[src/rtl/inst_fetch_queue_pkg.sv]
// inst_fetch_queue_pkg: shared widths, reset PC and fetch FSM encoding
package inst_fetch_queue_pkg;
  localparam int INST_W = 32;
  localparam int ADDR_W = 32;
  localparam int ENTRY_W = ADDR_W + INST_W;
  localparam logic [ADDR_W-1:0] RESET_PC_DEF = 32'h0;
  typedef enum logic [1:0] {IDLE, WAIT, DISCARD} fetch_state_t;
endpackage

[src/rtl/inst_fetch_queue_fifo.sv]
// inst_queue_fifo: {pc,inst} queue with clear, combinational head read
module inst_queue_fifo #(
  parameter int DEPTH = 16,
  parameter int W = 64
) (
  input  logic         clk,
  input  logic         rst_n,
  input  logic         push,
  input  logic         pop,
  input  logic         clear,
  input  logic [W-1:0] wdata,
  output logic [W-1:0] rdata,
  output logic         full,
  output logic         empty
);
  localparam int AW = $clog2(DEPTH);
  logic [W-1:0] mem [DEPTH];
  logic [AW-1:0] head, tail;
  logic [AW:0] count;
  assign rdata = mem[head];
  assign full = count == DEPTH[AW:0];
  assign empty = count == '0;
  always_ff @(posedge clk or negedge rst_n) begin
    if (!rst_n) begin
      for (int i = 0; i < DEPTH; i++) mem[i] <= '0;
      head <= '0;
      tail <= '0;
      count <= '0;
    end else if (clear) begin
      head <= '0;
      tail <= '0;
      count <= '0;
    end else begin
      if (push) mem[tail] <= wdata;
      tail <= tail + AW'(push);
      head <= head + AW'(pop);
      count <= count + (AW+1)'(push) - (AW+1)'(pop);
    end
  end
endmodule

[src/rtl/inst_fetch_queue.sv]
// inst_fetch_queue: sequential fetch with one outstanding icache request, queued to decode
module inst_fetch_queue
  import inst_fetch_queue_pkg::*;
#(
  parameter int QUEUE_DEPTH = 16,
  parameter logic [ADDR_W-1:0] RESET_PC = RESET_PC_DEF
) (
  input  logic              clk,
  input  logic              rst_n,
  input  logic              rdy,
  output logic              icache_req_valid,
  output logic [ADDR_W-1:0] icache_req_addr,
  input  logic              icache_req_ready,
  input  logic              icache_resp_valid,
  input  logic [INST_W-1:0] icache_resp_inst,
  input  logic              flush,
  input  logic [ADDR_W-1:0] flush_pc,
  output logic              inst_flag,
  output logic [INST_W-1:0] inst,
  output logic [ADDR_W-1:0] inst_pc,
  input  logic              dispatch_ready
);
  fetch_state_t state;
  logic [ADDR_W-1:0] fetch_pc;
  logic full, empty, accept, push, pop, clear;
  logic [ENTRY_W-1:0] head;
  assign icache_req_valid = rst_n && rdy && !flush && state == IDLE && !full;
  assign icache_req_addr = fetch_pc;
  assign accept = icache_req_valid && icache_req_ready;
  assign clear = rdy && flush;
  assign push = rdy && !flush && state == WAIT && icache_resp_valid;
  assign inst_flag = rst_n && rdy && !flush && !empty;
  assign pop = inst_flag && dispatch_ready;
  assign {inst_pc, inst} = head;
  // fetch_pc runs one word ahead while WAIT, so the pushed PC is fetch_pc-4
  inst_queue_fifo #(.DEPTH(QUEUE_DEPTH), .W(ENTRY_W)) u_fifo (
    .clk(clk),
    .rst_n(rst_n),
    .push(push),
    .pop(pop),
    .clear(clear),
    .wdata({fetch_pc - 32'd4, icache_resp_inst}),
    .rdata(head),
    .full(full),
    .empty(empty)
  );
  always_ff @(posedge clk or negedge rst_n) begin
    if (!rst_n) begin
      state <= IDLE;
      fetch_pc <= RESET_PC;
    end else if (rdy) begin
      fetch_pc <= flush ? flush_pc & ~32'h3 : accept ? fetch_pc + 32'd4 : fetch_pc;
      state <= state == IDLE ? (accept ? WAIT : IDLE) :
               icache_resp_valid ? IDLE :
               (flush || state == DISCARD) ? DISCARD : WAIT;
    end
  end
endmodule

[config.mk]
export PLATFORM = sky130hd
export DESIGN_NAME = inst_fetch_queue
export DESIGN_NICKNAME = d
export VERILOG_FILES = /design/src/rtl/inst_fetch_queue_pkg.sv /design/src/rtl/inst_fetch_queue_fifo.sv /design/src/rtl/inst_fetch_queue.sv
export SDC_FILE = /design/constraint.sdc
export NUM_CORES = 2
export LEC_CHECK = 0
export BUFFER_PORTS_ARGS = -buffer_cell sky130_fd_sc_hd__buf_2
export CAP_MARGIN = 20
export CORE_MARGIN = 1
export CORE_UTILIZATION = 35
export DETAILED_ROUTE_END_ITERATION = 8
export REMOVE_ABC_BUFFERS = 1
export SYNTH_ARGS = -nofsm -noshare
export SYNTH_HDL_FRONTEND = slang
export SYNTH_SLANG_ARGS = --single-unit
[constraint.sdc]
create_clock -name clk -period 7 [get_ports clk]
set_clock_uncertainty 0.2 [all_clocks]
set_input_delay 0.35 -clock clk [delete_from_list [all_inputs] [get_ports clk]]
set_output_delay 0.35 -clock clk [all_outputs]
set_load 0.01 [all_outputs]
==> results.yml <==
synthesis:
  synth_largest_area_cell: "dfrtp_1"
  synth_cells: 3515
  yosysSeqAreaShare: 0.554
  synth_ff_type: "dfrtp_1"
  ys_types: 68
  syn_avg_cell_area_um2: 13.3
  synthTopCellsByArea: "dfrtp_1 55%, mux4_2 15%, mux2_2 12%"
  synth.cell_area_mm2: 0.0469
  synth_seq_cells: 1037
  synth_edf_count: 0
  synthArstFlopShare: 1.00
  ys_warn_count: 0
  synth_top_area_share: 0.554
timing:
  final-setup-viol-count: 0
  max_freq_ghz: 0.230
  final.period_utilization: 0.622
  worstMarginPinSlew_ns: 1.13
  hold_viol: 0
  max_slew_margin: 0.246
  fin_setup_tns_ns: 0
  rsz0062_at_grt: "false"
  drv_slew: 0
  fin_crit_ns: 4.35
critical_path:
  cp-end-kind: "output port"
  worstPathRequired_ns: 6.45
  r2r_end: "u_fifo.mem[926]"
  cpPeakStageDelay_ns: 0.94
  crit_chain: "buf_4 -> mux4_2 -> mux4_2 -> buf_2"
  reg2reg_from: "state[1]"
  r2r.worst_path.cells: 5
  crit_top_cell: "mux4_2"
  r2r_slack_ns: 3.40
  crit_arrival_ns: 3.80
  crit_fanout: 39
  critPathLaunchType: "flip-flop"
  cp-startpoint: "u_fifo.head[0]"
  cpMaxStageDelayCell: "dfrtp_4"
  worst-setup-path-type: "flip-flop to output port"
power:
  peakVddDrop_uv: 191
  leakagePower_uw: 0.0245
  powerDensity_mw_per_mm2: 265
final_layout:
  drive_above_1_share: 0.341
  multiInputGateArea_mm2: 0.0195
  syn_to_final_growth_pct: 14.5
  register_area_mm2: 0.0260
  fin_nets: 3694
  fin_area_mm2: 0.0536
  num-fill-cells: 12400
  mostFrequentLayoutCells: "1033 x dfrtp_1, 497 x mux2_2, 333 x nor2_1"
  final_core_util: 0.406
  layout_commonest_cell: "dfrtp_1"
global_route:
  grt_usage: 0.188
  overflow: 0
  antenna_found_initial: 3
  grt_max_degree: 167
  grt_pass1_vias: 29900
  grt_pass1_wl_mm: 194
routing:
  drtIter0Drc: 2507
  vias: 29100
  wirelength_mm: 126
  dr.pass1.iters: 5
  avgRoutedWirePerCell_um: 23.1
  route.detailed.drc: 0
  viasPerCell: 5.34
  ant_nets: 0
clock_tree:
  cts-root-buf: "clkbuf_16"
  cts_tree: "built"
  numClockSinks: 1037
  path_clk_slew_ns: 0.06
  cts_resized: 0
  insertion_delay_ns: 0.67
  clockBufferDepth: 3
  cts_made_buffers: 106
  holdBufCountCts: 70
  post_cts_buffers: 0
  htreeDepth: 3
place:
  placed_area_mm2: 0.0493
  dp_hpwl_mm: 71.4
  routabilityCongestion: 0.821
  port-buffer-count: 162
flow_run:
  maxCapViolations: 0
floorplanning:
  row_count: 133
  start_util: 0.355
  die_w_um: 368
  core_mm2: 0.132
  die-area_mm2: 0.135
  io_pins: 169
  die_height_um: 368
hold_path:
  worstHoldStart: "rdy"
  min_path_cells: 3
  min_to: "state[0]"
  hold_path_class: "input port to flip-flop"
outcome:
  status: "finished clean"
how the worst max path moves through the flow:
| stage | to | depth (start not counted) | slack, ns |
|---|---|---|---|
| final | inst_pc[11] | 4 | 2.65 |
| after detailed placement | u_fifo.mem[926] | 6 | 2.78 |
| after CTS | inst_pc[20] | 4 | 2.50 |
| after global placement | u_fifo.mem[917] | 6 | 2.84 |
| after global routing | inst_pc[20] | 4 | 2.41 |
| after floorplan | inst[0] | 2 | -4.13 |
cell type report:
cell class,instances,area share
diodes,2,0.0000933
clock buffers,150,0.0563
clock inverters,41,0.00982
inverters,19,0.00133
multi-input cells,2134,0.364
flip-flops and latches,1037,0.484
well taps,1755,0.0409
repair buffers,312,0.0432
report_power, final:
| group | switching (uW) | internal (uW) | total [uW] |
|---|---|---|---|
| Combinational | 1150 | 854 | 2000 |
| Sequential | 238 | 6190 | 6430 |
| Clock | 2400 | 3370 | 5770 |
state kept, by name (all words and copies together) (netlist names):
register         count
u_fifo.mem         992
icache_req_addr     30
u_fifo.tail          4
u_fifo.head          4
u_fifo.count         5
state                2
routing by layer:
metal / wire length, um / GRT usage / share of wire / up-vias
met4: 2220 / 0.0452 / 0.018 / 0
li1: - / - / - / 12900
met1: 58300 / 0.279 / 0.46 / 15300
met2: 56600 / 0.278 / 0.45 / 745
met3: 8680 / 0.0411 / 0.069 / 135
met5: 0 / 0 / 0 / -
synth_stat cells (all sizes together) (12+ instances only):
cell type  number
dfrtp        1037
mux2          522
nor2          333
a21oi         315
mux4          310
nand2         204
o21ai         199
clkbuf        188
buf           140
nand3          33
nor3           31
xnor2          23
inv            18
nand4          17
nor4           16
ha             12
metrics by stage:
| stage | total power [uW] | instances | worst slack (ns) | hold slack (ns) |
|---|---|---|---|---|
| after global placement | 8500 | 5172 | 2.84 | 0.203 |
| after floorplan | 7670 | 3190 | -4.13 | -0.146 |
| after CTS | 14400 | 5442 | 2.50 | 0.00389 |
| after detailed placement | 8540 | 5181 | 2.78 | 0.206 |
| after global routing | 14800 | 5449 | 2.41 | 0.0545 |
| final | 14200 | 5450 | 2.65 | 0.0507 |
kinds of logic after synthesis:
kind of cell,count (synthesis),share of synthesized area
flops,1037,0.554
mux,833,0.275
simple gates,685,0.0668
compound gates,565,0.0634
buf+inv,347,0.0314
xor+xnor,34,0.00635
fa+ha+maj,13,0.00363
other cells,1,0.0000800
worst max-delay path, delay by kind of cell (launching register included):
kind                   cells  cell delay [ns]
flip-flops                 1             0.94
buffers and inverters      2             0.95
multiplexers               2             1.14
Note: power is estimated with default switching activity, not from simulation.
